`src/rtl/cpu_run_controller_if.sv`:
```
// Board/CPU-facing signal bundle for cpu_run_controller.
// master = board I/O and CPU side, slave = the run controller.
interface cpu_run_controller_if #(
  parameter int PC_W  = 8,
  parameter int CNT_W = 16
);
  logic             run_sw;
  logic             step_key_n;
  logic             instr_done;
  logic [PC_W-1:0]  pc;
  logic             bp_en;
  logic [PC_W-1:0]  bp_addr;
  logic             cpu_en;
  logic             halted;
  logic [1:0]       state;
  logic [CNT_W-1:0] instr_count;

  modport master (
    output run_sw, step_key_n, instr_done, pc, bp_en, bp_addr,
    input  cpu_en, halted, state, instr_count
  );

  modport slave (
    input  run_sw, step_key_n, instr_done, pc, bp_en, bp_addr,
    output cpu_en, halted, state, instr_count
  );
endinterface

```
`src/rtl/cpu_run_controller.sv`:
```
// Run/halt/single-step sequencer producing the CPU clock enable; stops only on instruction boundaries.
// Define CPU_RUN_CTRL_BREAKPOINT_EN to enable the PC breakpoint compare and the BREAK state.
module cpu_run_controller #(
  parameter int DEBOUNCE_CYCLES = 500000,
  parameter int PC_W            = 8,
  parameter int CNT_W           = 16
) (
  input logic                  clk,
  input logic                  rst_n,
  cpu_run_controller_if.slave  bus
);

  typedef enum logic [1:0] {
    st_halt  = 2'd0,
    st_run   = 2'd1,
    st_step  = 2'd2,
    st_break = 2'd3
  } state_t;

  localparam int DB_W = (DEBOUNCE_CYCLES > 1) ? $clog2(DEBOUNCE_CYCLES) : 1;
  localparam logic [DB_W-1:0] DB_LAST = DB_W'(DEBOUNCE_CYCLES - 1);
  // Lane 0 = run switch (idle 0), lane 1 = step key (idle 1, released).
  localparam logic [1:0] LANE_IDLE = 2'b10;

  logic [1:0]       raw_s;
  logic [1:0]       meta_r;
  logic [1:0]       sync_r;
  logic [1:0]       db_r;
  logic [DB_W-1:0]  db_cnt_r [2];
  logic             key_db_d_r;
  logic             run_db_s;
  logic             step_pulse_s;
  logic             bp_hit_s;
  state_t           state_r;
  state_t           next_state_s;
  logic             cpu_en_r;
  logic             halted_r;
  logic [CNT_W-1:0] instr_count_r;

  assign raw_s        = {bus.step_key_n, bus.run_sw};
  assign run_db_s     = db_r[0];
  assign step_pulse_s = key_db_d_r & ~db_r[1];

`ifdef CPU_RUN_CTRL_BREAKPOINT_EN
  assign bp_hit_s = bus.bp_en & (bus.pc == bus.bp_addr);
`else
  logic bp_unused_s;
  assign bp_hit_s    = 1'b0;
  assign bp_unused_s = ^{bus.bp_en, bus.bp_addr, bus.pc};
`endif

  // Synchronise both raw inputs and accept a change only after it has held DEBOUNCE_CYCLES cycles.
  always_ff @(posedge clk or negedge rst_n) begin
    if (!rst_n) begin
      meta_r     <= LANE_IDLE;
      sync_r     <= LANE_IDLE;
      db_r       <= LANE_IDLE;
      key_db_d_r <= 1'b1;
      for (int i = 0; i < 2; i++) begin
        db_cnt_r[i] <= '0;
      end
    end else begin
      meta_r     <= raw_s;
      sync_r     <= meta_r;
      key_db_d_r <= db_r[1];
      for (int i = 0; i < 2; i++) begin
        if (sync_r[i] != db_r[i]) begin
          if (db_cnt_r[i] == DB_LAST) begin
            db_r[i]     <= sync_r[i];
            db_cnt_r[i] <= '0;
          end else begin
            db_cnt_r[i] <= db_cnt_r[i] + DB_W'(1);
          end
        end else begin
          db_cnt_r[i] <= '0;
        end
      end
    end
  end

  // Next-state rules; RUN and STEP only leave on an instruction boundary.
  always_comb begin
    next_state_s = state_r;
    case (state_r)
      st_halt: begin
        if (run_db_s) begin
          next_state_s = st_run;
        end else if (step_pulse_s) begin
          next_state_s = st_step;
        end else begin
          next_state_s = st_halt;
        end
      end
      st_run: begin
        if (bus.instr_done) begin
          if (!run_db_s) begin
            next_state_s = st_halt;
          end else if (bp_hit_s) begin
            next_state_s = st_break;
          end else begin
            next_state_s = st_run;
          end
        end else begin
          next_state_s = st_run;
        end
      end
      st_step: begin
        if (bus.instr_done) begin
          next_state_s = st_halt;
        end else begin
          next_state_s = st_step;
        end
      end
      st_break: begin
        if (!run_db_s) begin
          next_state_s = st_halt;
        end else if (step_pulse_s) begin
          next_state_s = st_step;
        end else begin
          next_state_s = st_break;
        end
      end
      default: next_state_s = st_halt;
    endcase
  end

  // State register with Moore outputs decoded from the next state so they stay registered.
  always_ff @(posedge clk or negedge rst_n) begin
    if (!rst_n) begin
      state_r  <= st_halt;
      cpu_en_r <= 1'b0;
      halted_r <= 1'b1;
    end else begin
      state_r  <= next_state_s;
      cpu_en_r <= (next_state_s == st_run) || (next_state_s == st_step);
      halted_r <= !((next_state_s == st_run) || (next_state_s == st_step));
    end
  end

  // Retired-instruction counter; only reset clears it, halting does not.
  always_ff @(posedge clk or negedge rst_n) begin
    if (!rst_n) begin
      instr_count_r <= '0;
    end else if (cpu_en_r && bus.instr_done) begin
      instr_count_r <= instr_count_r + CNT_W'(1);
    end else begin
      instr_count_r <= instr_count_r;
    end
  end

  assign bus.cpu_en      = cpu_en_r;
  assign bus.halted      = halted_r;
  assign bus.state       = state_r;
  assign bus.instr_count = instr_count_r;

endmodule

```
`src/flat_wrapper.sv`:
```
// flat-port wrapper written by rule: the top's interface ports become plain ports
module cpu_run_controller_flat 
#(
  parameter int DEBOUNCE_CYCLES = 500000,
  parameter int PC_W            = 8,
  parameter int CNT_W           = 16
)
  (clk, rst_n, bus_run_sw, bus_step_key_n, bus_instr_done, bus_pc, bus_bp_en, bus_bp_addr, bus_cpu_en, bus_halted, bus_state, bus_instr_count);
  cpu_run_controller_if #(.PC_W(PC_W), .CNT_W(CNT_W)) bus_i ();
  input logic clk;
  input logic rst_n;
  input wire logic [$bits(bus_i.run_sw)-1:0] bus_run_sw;
  input wire logic [$bits(bus_i.step_key_n)-1:0] bus_step_key_n;
  input wire logic [$bits(bus_i.instr_done)-1:0] bus_instr_done;
  input wire logic [$bits(bus_i.pc)-1:0] bus_pc;
  input wire logic [$bits(bus_i.bp_en)-1:0] bus_bp_en;
  input wire logic [$bits(bus_i.bp_addr)-1:0] bus_bp_addr;
  output wire logic [$bits(bus_i.cpu_en)-1:0] bus_cpu_en;
  output wire logic [$bits(bus_i.halted)-1:0] bus_halted;
  output wire logic [$bits(bus_i.state)-1:0] bus_state;
  output wire logic [$bits(bus_i.instr_count)-1:0] bus_instr_count;
  assign bus_i.run_sw = bus_run_sw;
  assign bus_i.step_key_n = bus_step_key_n;
  assign bus_i.instr_done = bus_instr_done;
  assign bus_i.pc = bus_pc;
  assign bus_i.bp_en = bus_bp_en;
  assign bus_i.bp_addr = bus_bp_addr;
  assign bus_cpu_en = bus_i.cpu_en;
  assign bus_halted = bus_i.halted;
  assign bus_state = bus_i.state;
  assign bus_instr_count = bus_i.instr_count;
  cpu_run_controller #(.DEBOUNCE_CYCLES(DEBOUNCE_CYCLES), .PC_W(PC_W), .CNT_W(CNT_W)) u_core (.clk(clk), .rst_n(rst_n), .bus(bus_i));
endmodule
```
`config.mk`:
```
export PLATFORM = sky130hd
export DESIGN_NAME = cpu_run_controller_flat
export DESIGN_NICKNAME = d
export VERILOG_FILES = /design/src/rtl/cpu_run_controller_if.sv /design/src/rtl/cpu_run_controller.sv /design/src/flat_wrapper.sv
export SDC_FILE = /design/constraint.sdc
export NUM_CORES = 1
export LEC_CHECK = 0
export ABC_AREA = 0
export CORE_MARGIN = 4
export CORE_UTILIZATION = 45
export CTS_BUF_LIST = sky130_fd_sc_hd__clkbuf_4
export DETAILED_ROUTE_END_ITERATION = 8
export HOLD_SLACK_MARGIN = 0.02
export PLACE_DENSITY = 0.8
export SLEW_MARGIN = 20
export SYNTH_ARGS = -nofsm -noshare
export SYNTH_HDL_FRONTEND = slang
export SYNTH_SLANG_ARGS = --single-unit
export TNS_END_PERCENT = 50
```
`constraint.sdc`:
```
create_clock -name clk -period 2.2 [get_ports clk]
set_clock_uncertainty 0.15 [all_clocks]
set_input_delay 0.44 -clock clk [delete_from_list [all_inputs] [get_ports clk]]
set_output_delay 0.44 -clock clk [all_outputs]
set_load 0.005 [all_outputs]
```
==> results.md <==
- Final nets: 362
- # fillers: 543
- Site row count: 29
- Core area: 6420 µm²
- Sequential share of the synthesized area: ~54%
- H-tree depth: 3
- Peak VDD IR: ~0.0006 V
- First-pass GRT wire length: just over 10 mm
- Final period utilization: between 90% and 100%
- Clk slew on worst S/H paths: 0.10 ns
- Hold Violations, Final: 0
- Placer Congestion: 0.867
- Port bufs: 24
- Slew @ Worst Pin: between 0.4 and 0.5 ns
- Post-CTS Resized: 0
- DPL Wire Length: roughly 4.2 mm
- Total iterations of the first detailed-routing run: 5
- # diodes: 0
- Yosys reg bits: 65
- Synthesized area: between 3000 and 4000 µm²
- Final setup fails: 0
- Antenna violations before repair: 0
- Final Critical Period: ~2.1 ns
- Syn nets: between 300 and 400
- Initial DRC count: 167
- Overflow after GRT: 0
- Vias in the first global route: approximately 2200
- CTS tree: done
- Routed Antenna Nets: 0
- Reg area: around 1600 µm²
- Die Span Y: roughly 90 µm
- Area grow syn2layout: 19.1%
- Total power: 2080 µW
- Post-CTS Hold Buffers: 1
- Worst Hold Slack: ~0.2 ns
- Type of origin of the critical path: flop
- Multi-input gate area: between 1000 and 1500 µm²
- Max Clk Rate: about 470 MHz
- Via count: between 2000 and 2500
- Hold Crit Class: flop to flop
- CP required: roughly 2.4 ns
- DR DRC count: 0
- Worst Path Max Fanout: 2
- Clk Latency, worst-skew pair: ~0.38 ns
- CTS root buffer: clkbuf_4
- Mean Syn Cell Area: around 10 µm²
- Slew Limit Fails: 0
- I/O pins: between 40 and 50
- CTS buffer count: 9
- Most frequent cells in the layout: 60 x dfrtp_1, 39 x nor2_1, 28 x xnor2_1
- Unrepaired setup endpoints after global routing: false
- Total global-route track usage: around 15%
- Maxcap violations: 0
- Clock sinks: 65
- Share of layout cells above drive strength 1: around an eighth
- Headroom to the max-slew limit: between 70% and 80%
- Synthesis Warnings: 0
- Die Wd: between 80 and 90 µm
- Routed length per instance: between 10 and 15 µm
- Commonest non-fill, non-tap cell in the layout: dfrtp_1
- Via density: roughly 5.4
- Starting Density: 47.1%
- Final setup margin: 0.0637 ns
- Pre-CTS worst setup slack: between 0.03 and 0.04 ns
- R2r setup slk: 0.06 ns
- Lkg Pwr: 0.00149 µW
- WS Path Type: flop to flop
- Die area: 8100 µm²
- CTS Buffer Depth: 2
- Syn Inst Count: roughly 290
- Netlist cell types: 37
- TNS Setup: 0 ns
- Arrival time of the worst setup path: between 2 and 2.5 ns
- Pwr per Cell Area: between 500 and 600 nW/µm²
- Outcome: complete, no violations
- Post-CTS Setup Inserts: 0
- Pin count of the biggest net entering global routing: 66
- CP endpoint kind: flop
- Final wirelength: about 5.9 mm
==> logic make-up (layout without fill, tap and decap cells) <==
kind of cell	count (synthesis)	after routing	share of synthesized area, %
compound gates	28	28	6.37
mux	3	3	1.12
simple gates	138	138	23.3
fa+ha+maj	3	3	1.24
xor+xnor	42	42	12.2
flops	65	65	54.0
buf+inv	12	63	1.78
==> layer usage <==
metal  part of all wire [%]  vias to the layer above  GRT usage (%)
met5                      0                        -              0
li1                       -                     1115              -
met2                     51                       41           25.2
met1                     45                     1111           19.5
met3                    3.1                        4           4.01
met4                   0.20                        0           4.46
==> where the power goes <==
group / internal [µW] / switching (µW)
clock: 362 / 394
sequential: 1210 / 17.2
combinational: 40.8 / 53.3
==> registers in the layout, indices dropped and copies added, names as in the netlist <==
| signal | flops |
|---|---|
| u_core.bus.halted | 1 |
| u_core.bus.state | 2 |
| u_core.bus.cpu_en | 1 |
| u_core.key_db_d_r | 1 |
| u_core.db_r | 2 |
| u_core.db_cnt_r | 38 |
| u_core.meta_r | 2 |
| u_core.sync_r | 2 |
| u_core.bus.instr_count | 16 |
==> Yosys cell counts <==
library cell	count	area, µm²
ha_1	3	37.5
and4_1	3	26.3
mux2_2	3	33.8
and2_1	2	12.5
buf_6	1	11.3
nand2b_1	1	6.26
o31ai_1	3	22.5
xnor2_1	28	245
dfrtp_1	60	1500
nor2_1	39	146
a21oi_1	10	50.1
o41ai_4	1	27.5
nand3_1	20	100
nand2_1	21	78.8
nand3b_1	1	7.51
or2_2	4	25.0
or4_1	4	30.0
nor4_1	7	43.8
clkbuf_1	2	7.51
a22o_1	2	17.5
o22ai_1	1	6.26
nand4_1	14	87.6
o21ai_0	9	45.0
or4b_1	1	10.0
nor4bb_1	1	10.0
nor3_1	9	45.0
xor2_1	14	123
o21ai_4	1	16.3
or3b_2	1	8.76
or3_1	6	37.5
nor2b_1	2	12.5
dfstp_2	5	131
and3_1	1	6.26
a22oi_1	1	7.51
inv_1	8	30.0
buf_2	1	5.00
or4_4	1	11.3
==> final timing paths <==
path | cells past startpoint | end | from
min reg2reg | 0 | u_core.sync_r[0] | u_core.meta_r[0]
max reg2reg | 4 | u_core.db_r[1] | u_core.db_cnt_r[11]
max | 4 | u_core.db_r[1] | u_core.db_cnt_r[11]
min in group asynchronous | 3 | u_core.bus.instr_count[13] | rst_n
max in group asynchronous | 3 | u_core.meta_r[1] | rst_n
min | 0 | u_core.sync_r[0] | u_core.meta_r[0]
==> metrics by stage <==
| step | instances | utilization, % | cell area, µm² |
|---|---|---|---|
| final | 419 | 56.1 | 3600 |
| after global routing | 419 | 56.1 | 3600 |
| after CTS | 419 | 56.1 | 3600 |
| after detailed placement | 402 | 53.9 | 3460 |
| after global placement | 402 | 53.9 | 3460 |
| after floorplan | 291 | - | 3020 |
==> worst max-delay path, stage by stage (launching register included) <==
cell and delay (ns):
dfrtp_1 0.41, or4_1 0.54, or4_4 0.52, nor2_1 0.12, mux2_2 0.34
==> final cells by class <==
| cell class | instances | share of cell area, % |
|---|---|---|
| Timing Repair Buffer | 39 | 10.4 |
| Tap cell | 77 | 2.67 |
| Multi-Input combinational cell | 214 | 37.1 |
| Inverter | 8 | 0.834 |
| Clock inverter | 5 | 1.32 |
| Clock buffer | 11 | 2.29 |
| Sequential cell | 65 | 45.3 |
(Power assumes the default switching activity.)
